[src/rtl/pattern_detector_param_if.sv]
// Serial-line bundle for the parametrised pattern detector.
// The master drives the data and pattern-load side; the slave is the detector.
interface pattern_detector_param_if #(
  parameter int PAT_W = 4,
  parameter int CNT_W = 8
);
  logic             x;
  logic             x_valid;
  logic             pat_load;
  logic [PAT_W-1:0] pat_in;
  logic [PAT_W-1:0] mask_in;
  logic             overlap;
  logic             y;
  logic [CNT_W-1:0] match_count;
  logic             count_sat;
  logic             armed;

  modport master (
    output x, x_valid, pat_load, pat_in, mask_in, overlap,
    input  y, match_count, count_sat, armed
  );

  modport slave (
    input  x, x_valid, pat_load, pat_in, mask_in, overlap,
    output y, match_count, count_sat, armed
  );
endinterface

[src/rtl/pattern_detector_param.sv]
// MSB-first serial pattern detector with run-time loadable pattern/mask,
// selectable overlapping detection and a saturating match counter.
module pattern_detector_param #(
  parameter int               PAT_W       = 4,
  parameter int               CNT_W       = 8,
  parameter logic [PAT_W-1:0] DEFAULT_PAT = PAT_W'(4'b1011)
) (
  input logic clk,
  input logic rst,
  pattern_detector_param_if.slave io_bus
);

  localparam int             FW   = $clog2(PAT_W + 1);
  localparam logic [FW-1:0]  FULL = FW'(PAT_W);

  typedef enum logic [1:0] {S_EMPTY, S_FILLING, S_ARMED} state_t;

  state_t           r_state;
  logic [FW-1:0]    r_fill;
  logic [PAT_W-1:0] r_sh;
  logic [PAT_W-1:0] r_pat;
  logic [PAT_W-1:0] r_mask;
  logic             r_y;
  logic [CNT_W-1:0] r_cnt;
  logic             r_sat;
  logic             r_armed;

  logic [PAT_W-1:0] w_sh_next;
  logic [FW-1:0]    w_fill_inc;
  logic             w_match;
  logic [CNT_W-1:0] w_cnt_next;

  function automatic logic [CNT_W-1:0] sat_inc(input logic [CNT_W-1:0] c);
    return (c == '1) ? c : c + CNT_W'(1);
  endfunction

  // Newest bit enters at the LSB, so the pattern reads in arrival order.
  assign w_sh_next  = {r_sh[PAT_W-2:0], io_bus.x};
  assign w_fill_inc = (r_state == S_ARMED) ? FULL : r_fill + FW'(1);
  assign w_match    = io_bus.x_valid && (w_fill_inc == FULL) &&
                      (((w_sh_next ^ r_pat) & r_mask) == '0);
  assign w_cnt_next = sat_inc(r_cnt);

  always_ff @(posedge clk or posedge rst) begin
    if (rst) begin
      r_state <= S_EMPTY;
      r_fill  <= '0;
      r_sh    <= '0;
      r_pat   <= DEFAULT_PAT;
      r_mask  <= '1;
      r_y     <= 1'b0;
      r_cnt   <= '0;
      r_sat   <= 1'b0;
      r_armed <= 1'b0;
    end else if (io_bus.pat_load) begin
      // A load discards any bit presented in the same cycle.
      r_pat   <= io_bus.pat_in;
      r_mask  <= io_bus.mask_in;
      r_state <= S_EMPTY;
      r_fill  <= '0;
      r_sh    <= '0;
      r_y     <= 1'b0;
      r_cnt   <= '0;
      r_sat   <= 1'b0;
      r_armed <= 1'b0;
    end else begin
      r_y <= w_match;
      if (io_bus.x_valid) begin
        r_sh <= w_sh_next;
        if (w_match && !io_bus.overlap) begin
          r_state <= S_EMPTY;
          r_fill  <= '0;
          r_armed <= 1'b0;
        end else if (w_fill_inc == FULL) begin
          r_state <= S_ARMED;
          r_fill  <= FULL;
          r_armed <= 1'b1;
        end else begin
          r_state <= S_FILLING;
          r_fill  <= w_fill_inc;
          r_armed <= 1'b0;
        end
      end
      if (w_match) begin
        r_cnt <= w_cnt_next;
        r_sat <= r_sat | (w_cnt_next == '1);
      end
    end
  end

  assign io_bus.y           = r_y;
  assign io_bus.match_count = r_cnt;
  assign io_bus.count_sat   = r_sat;
  assign io_bus.armed       = r_armed;

endmodule

[src/flat_wrapper.sv]
// flat-port wrapper written by rule: the top's interface ports become plain ports
module pattern_detector_param_flat 
#(
  parameter int               PAT_W       = 4,
  parameter int               CNT_W       = 8,
  parameter logic [PAT_W-1:0] DEFAULT_PAT = PAT_W'(4'b1011)
)
  (clk, rst, io_bus_x, io_bus_x_valid, io_bus_pat_load, io_bus_pat_in, io_bus_mask_in, io_bus_overlap, io_bus_y, io_bus_match_count, io_bus_count_sat, io_bus_armed);
  pattern_detector_param_if #(.PAT_W(PAT_W), .CNT_W(CNT_W)) io_bus_i ();
  input logic clk;
  input logic rst;
  input wire logic [$bits(io_bus_i.x)-1:0] io_bus_x;
  input wire logic [$bits(io_bus_i.x_valid)-1:0] io_bus_x_valid;
  input wire logic [$bits(io_bus_i.pat_load)-1:0] io_bus_pat_load;
  input wire logic [$bits(io_bus_i.pat_in)-1:0] io_bus_pat_in;
  input wire logic [$bits(io_bus_i.mask_in)-1:0] io_bus_mask_in;
  input wire logic [$bits(io_bus_i.overlap)-1:0] io_bus_overlap;
  output wire logic [$bits(io_bus_i.y)-1:0] io_bus_y;
  output wire logic [$bits(io_bus_i.match_count)-1:0] io_bus_match_count;
  output wire logic [$bits(io_bus_i.count_sat)-1:0] io_bus_count_sat;
  output wire logic [$bits(io_bus_i.armed)-1:0] io_bus_armed;
  assign io_bus_i.x = io_bus_x;
  assign io_bus_i.x_valid = io_bus_x_valid;
  assign io_bus_i.pat_load = io_bus_pat_load;
  assign io_bus_i.pat_in = io_bus_pat_in;
  assign io_bus_i.mask_in = io_bus_mask_in;
  assign io_bus_i.overlap = io_bus_overlap;
  assign io_bus_y = io_bus_i.y;
  assign io_bus_match_count = io_bus_i.match_count;
  assign io_bus_count_sat = io_bus_i.count_sat;
  assign io_bus_armed = io_bus_i.armed;
  pattern_detector_param #(.PAT_W(PAT_W), .CNT_W(CNT_W), .DEFAULT_PAT(DEFAULT_PAT)) u_core (.clk(clk), .rst(rst), .io_bus(io_bus_i));
endmodule
[config.mk]
export PLATFORM = sky130hd
export DESIGN_NAME = pattern_detector_param_flat
export DESIGN_NICKNAME = d
export VERILOG_FILES = /design/src/rtl/pattern_detector_param_if.sv /design/src/rtl/pattern_detector_param.sv /design/src/flat_wrapper.sv
export SDC_FILE = /design/constraint.sdc
export NUM_CORES = 1
export LEC_CHECK = 0
export CORE_UTILIZATION = 51
export DETAILED_ROUTE_END_ITERATION = 16
export PLACE_DENSITY = 0.76
export SETUP_SLACK_MARGIN = 0.5
export SLEW_MARGIN = 15
export SYNTH_ARGS = -nofsm -noshare
export SYNTH_HDL_FRONTEND = slang
export SYNTH_SLANG_ARGS = --single-unit
[constraint.sdc]
create_clock -name clk -period 2.3 [get_ports clk]
set_input_delay 0.46 -clock clk [delete_from_list [all_inputs] [get_ports clk]]
set_output_delay 0.46 -clock clk [all_outputs]
set_load 0.005 [all_outputs]
==> impl_metrics.ini <==
[run_status]
status = completed

[floorplan]
ios = 25
die_x_um = 53.6
coreArea_um2 = 2500
initial_core_util = 0.543
dieArea_um2 = 2870
fp.dieH_um = 53.6
row_count = 18

[flow_run]
cap_viol_max_count = 0

[synthesis]
ys_seq_area_frac = 0.486
yosys_warnings = 0
ys_types = 40
synth_flop_cell = dfrtp_1
syn_nets = 143
synth_edf_count = 0
synth-seq-cells = 26
avgSynthCellArea_um2 = 10.7
synthCells = 127
syn_area_um2 = 1360
synthArstFlopShare = 1.00
synth_area_leader_cell = dfrtp_1
synth_area_leaders = dfrtp_1, dfstp_2, mux2_2, mux2i_1, nor2_1
yosys.area.top_type_share = 0.351

[timing]
grt_setup_unrepaired = true
fin_skew_ns = 0.00353
hold_slack_ns = 0.471
period_minus_slack_ns = 1.85
slew_headroom = 0.535
tightest_slew_ns = 0.696
timing.setup.tns_ns = 0
fmax_mhz = 539
setup_viol = 0
drv_slew = 0
min_period_over_period = 0.806
hold_violations = 0
fin_ws_ns = 0.446

[worst_setup_path]
worstPathMaxFanout = 7
critPathKind = register to register
worst_ep_arrival_time_ns = 2.10
worstSetupStartpointType = register
cp-end-kind = register
r2r.worst_path.cells = 6
cp_data_required_time_ns = 2.54

[place]
postPlaceCellArea_um2 = 1660
gp_congestion = 0.823
preCtsSetupSlack_ns = 0.0144
hpwl_um = 1920
io_buffers = 24

[drt]
num_vias = 1223
dr.pass1.iters = 6
drtAntennaViolNets = 0
post_drt_via_cell_ratio = 6.02
drt-wirelength-per-cell_um = 17.2
drtIter0Drc = 44
drc_errors = 0
postRouteWirelength_um = 3480

[global_routing]
antenna_found_initial = 0
grt_usage = 0.231
grt_pass1_vias = 1048
grt_max_degree = 27
grt_pass1_wl_um = 4730
overflow = 0

[worst_hold_path]
hold_class = input port to async pin

[cts]
cts_tree = done
path_clk_slew_ns = 0.14
clock_path_buffers = 2
htreeDepth = 1
clkLatencyLatePin_ns = 0.32
cts.sinks = 26
cts_buffers = 3
root_buffer = clkbuf_4
cts_hold_buffers = 0

[power_and_ir_drop]
vdd_ir_drop_max_mv = 0.459
p_leak_nw = 0.840
powerDensity_nw_per_um2 = 479
power_mw = 0.943

[cells_and_area]
fin_nets = 190
design_area_um2 = 1970
diodes = 0
area_growth_pct = 45.1
drive_above_1_share = 0.382
worst paths after layout:
check / slack, ns / from / to
min in group clk: 0.55 / u_core.io_bus.count_sat$_DFFE_PP0P_ / u_core.io_bus.count_sat$_DFFE_PP0P_
worst max-delay path: 0.45 / u_core.r_fill[1]$_DFFE_PP0P_ / u_core.io_bus.count_sat$_DFFE_PP0P_
worst max register to register: 0.45 / u_core.r_fill[1]$_DFFE_PP0P_ / u_core.io_bus.count_sat$_DFFE_PP0P_
worst min register to register: 0.55 / u_core.io_bus.count_sat$_DFFE_PP0P_ / u_core.io_bus.count_sat$_DFFE_PP0P_
max in group asynchronous: 1.52 / rst / u_core.r_mask[1]$_DFFE_PP1P_
worst min-delay path: 0.47 / rst / u_core.io_bus.match_count[6]$_DFFE_PP0P_
cell usage in the layout (no fill, tap or decap), types with 5 or more instances in the layout:
cell	n
buf_4	21
dfrtp_2	5
dfstp_2	7
nor2_1	9
inv_1	8
o21ai_0	5
a21oi_1	6
clkdlybuf4s50_1	23
nand2_1	5
mux2_2	9
dfrtp_1	14
power by group:
part / total (mW) / switching, mW / internal, mW
sequential: 0.502 / 0.0150 / 0.487
combinational: 0.130 / 0.0602 / 0.0700
clock: 0.311 / 0.135 / 0.176
what timing repair did:
item                       in CTS  in global routing
cloned                          1                  0
setup buffers                   2                 15
pin swaps                       5                  5
gates resized for setup        11                 15
setup endpoints to repair      15                 15
per-layer routing:
layer / vias up / global-route usage / routed length, µm
met5: - / 0 / 0
met4: 0 / 0.0746 / 76
met3: 10 / 0.0367 / 137
met2: 38 / 0.404 / 1830
met1: 616 / 0.289 / 1440
li1: 559 / - / -
worst max-delay path: stages, from the launching register on:
cell and delay (ns):
dfrtp_1 0.41, ha_2 0.19, xnor2_1 0.12, a21bo_1 0.20
nand4b_4 0.27, or3_4 0.39, o32ai_2 0.20
registers in the layout, indices dropped and copies added (netlist names):
signal / flops
u_core.io_bus.match_count: 8
u_core.r_mask: 4
u_core.r_pat: 4
u_core.r_fill: 3
u_core.r_sh: 3
u_core.r_state: 2
u_core.io_bus.count_sat: 1
u_core.io_bus.y: 1
per-stage QoR:
step	utilization	instances
after global placement	0.664	181
after CTS	0.707	188
after detailed placement	0.664	181
final	0.787	203
after floorplan	-	127
after global routing	0.787	203
cells in the mapped netlist, drive strengths merged (2+ instances only):
| master | instances |
|---|---|
| a21bo | 2 |
| a21oi | 7 |
| a22oi | 2 |
| clkbuf | 4 |
| dfrtp | 19 |
| dfstp | 7 |
| ha | 2 |
| inv | 8 |
| mux2 | 10 |
| mux2i | 4 |
| nand2 | 5 |
| nand2b | 3 |
| nand3 | 4 |
| nand4 | 2 |
| nor2 | 10 |
| nor2b | 2 |
| nor3 | 3 |
| o21ai | 6 |
| o311ai | 2 |
| o41ai | 2 |
| or3 | 2 |
| xnor2 | 2 |
| xor2 | 4 |
cell type report:
class / count / area, µm²
clock buffers: 3 / 22.5
clock inverters: 1 / 30.0
fillers: 147 / 532
inverters: 8 / 30.0
multi-input cells: 89 / 766
flip-flops and latches: 26 / 666
well taps: 30 / 37.5
repair buffers: 46 / 417
kinds of logic (layout without fill, tap and decap cells):
logic type / after synthesis / count (layout) / synth area share
multiplexers: 14 / 14 / 0.113
flip-flops: 26 / 26 / 0.486
adder cells (fa/ha/maj): 2 / 2 / 0.0184
AO/OA/AOI/OAI: 29 / 29 / 0.155
AND/OR/NAND/NOR: 37 / 38 / 0.153
XOR/XNOR: 6 / 6 / 0.0387
buffers and inverters: 13 / 58 / 0.0360
Note: power is estimated with default switching activity, not from simulation.
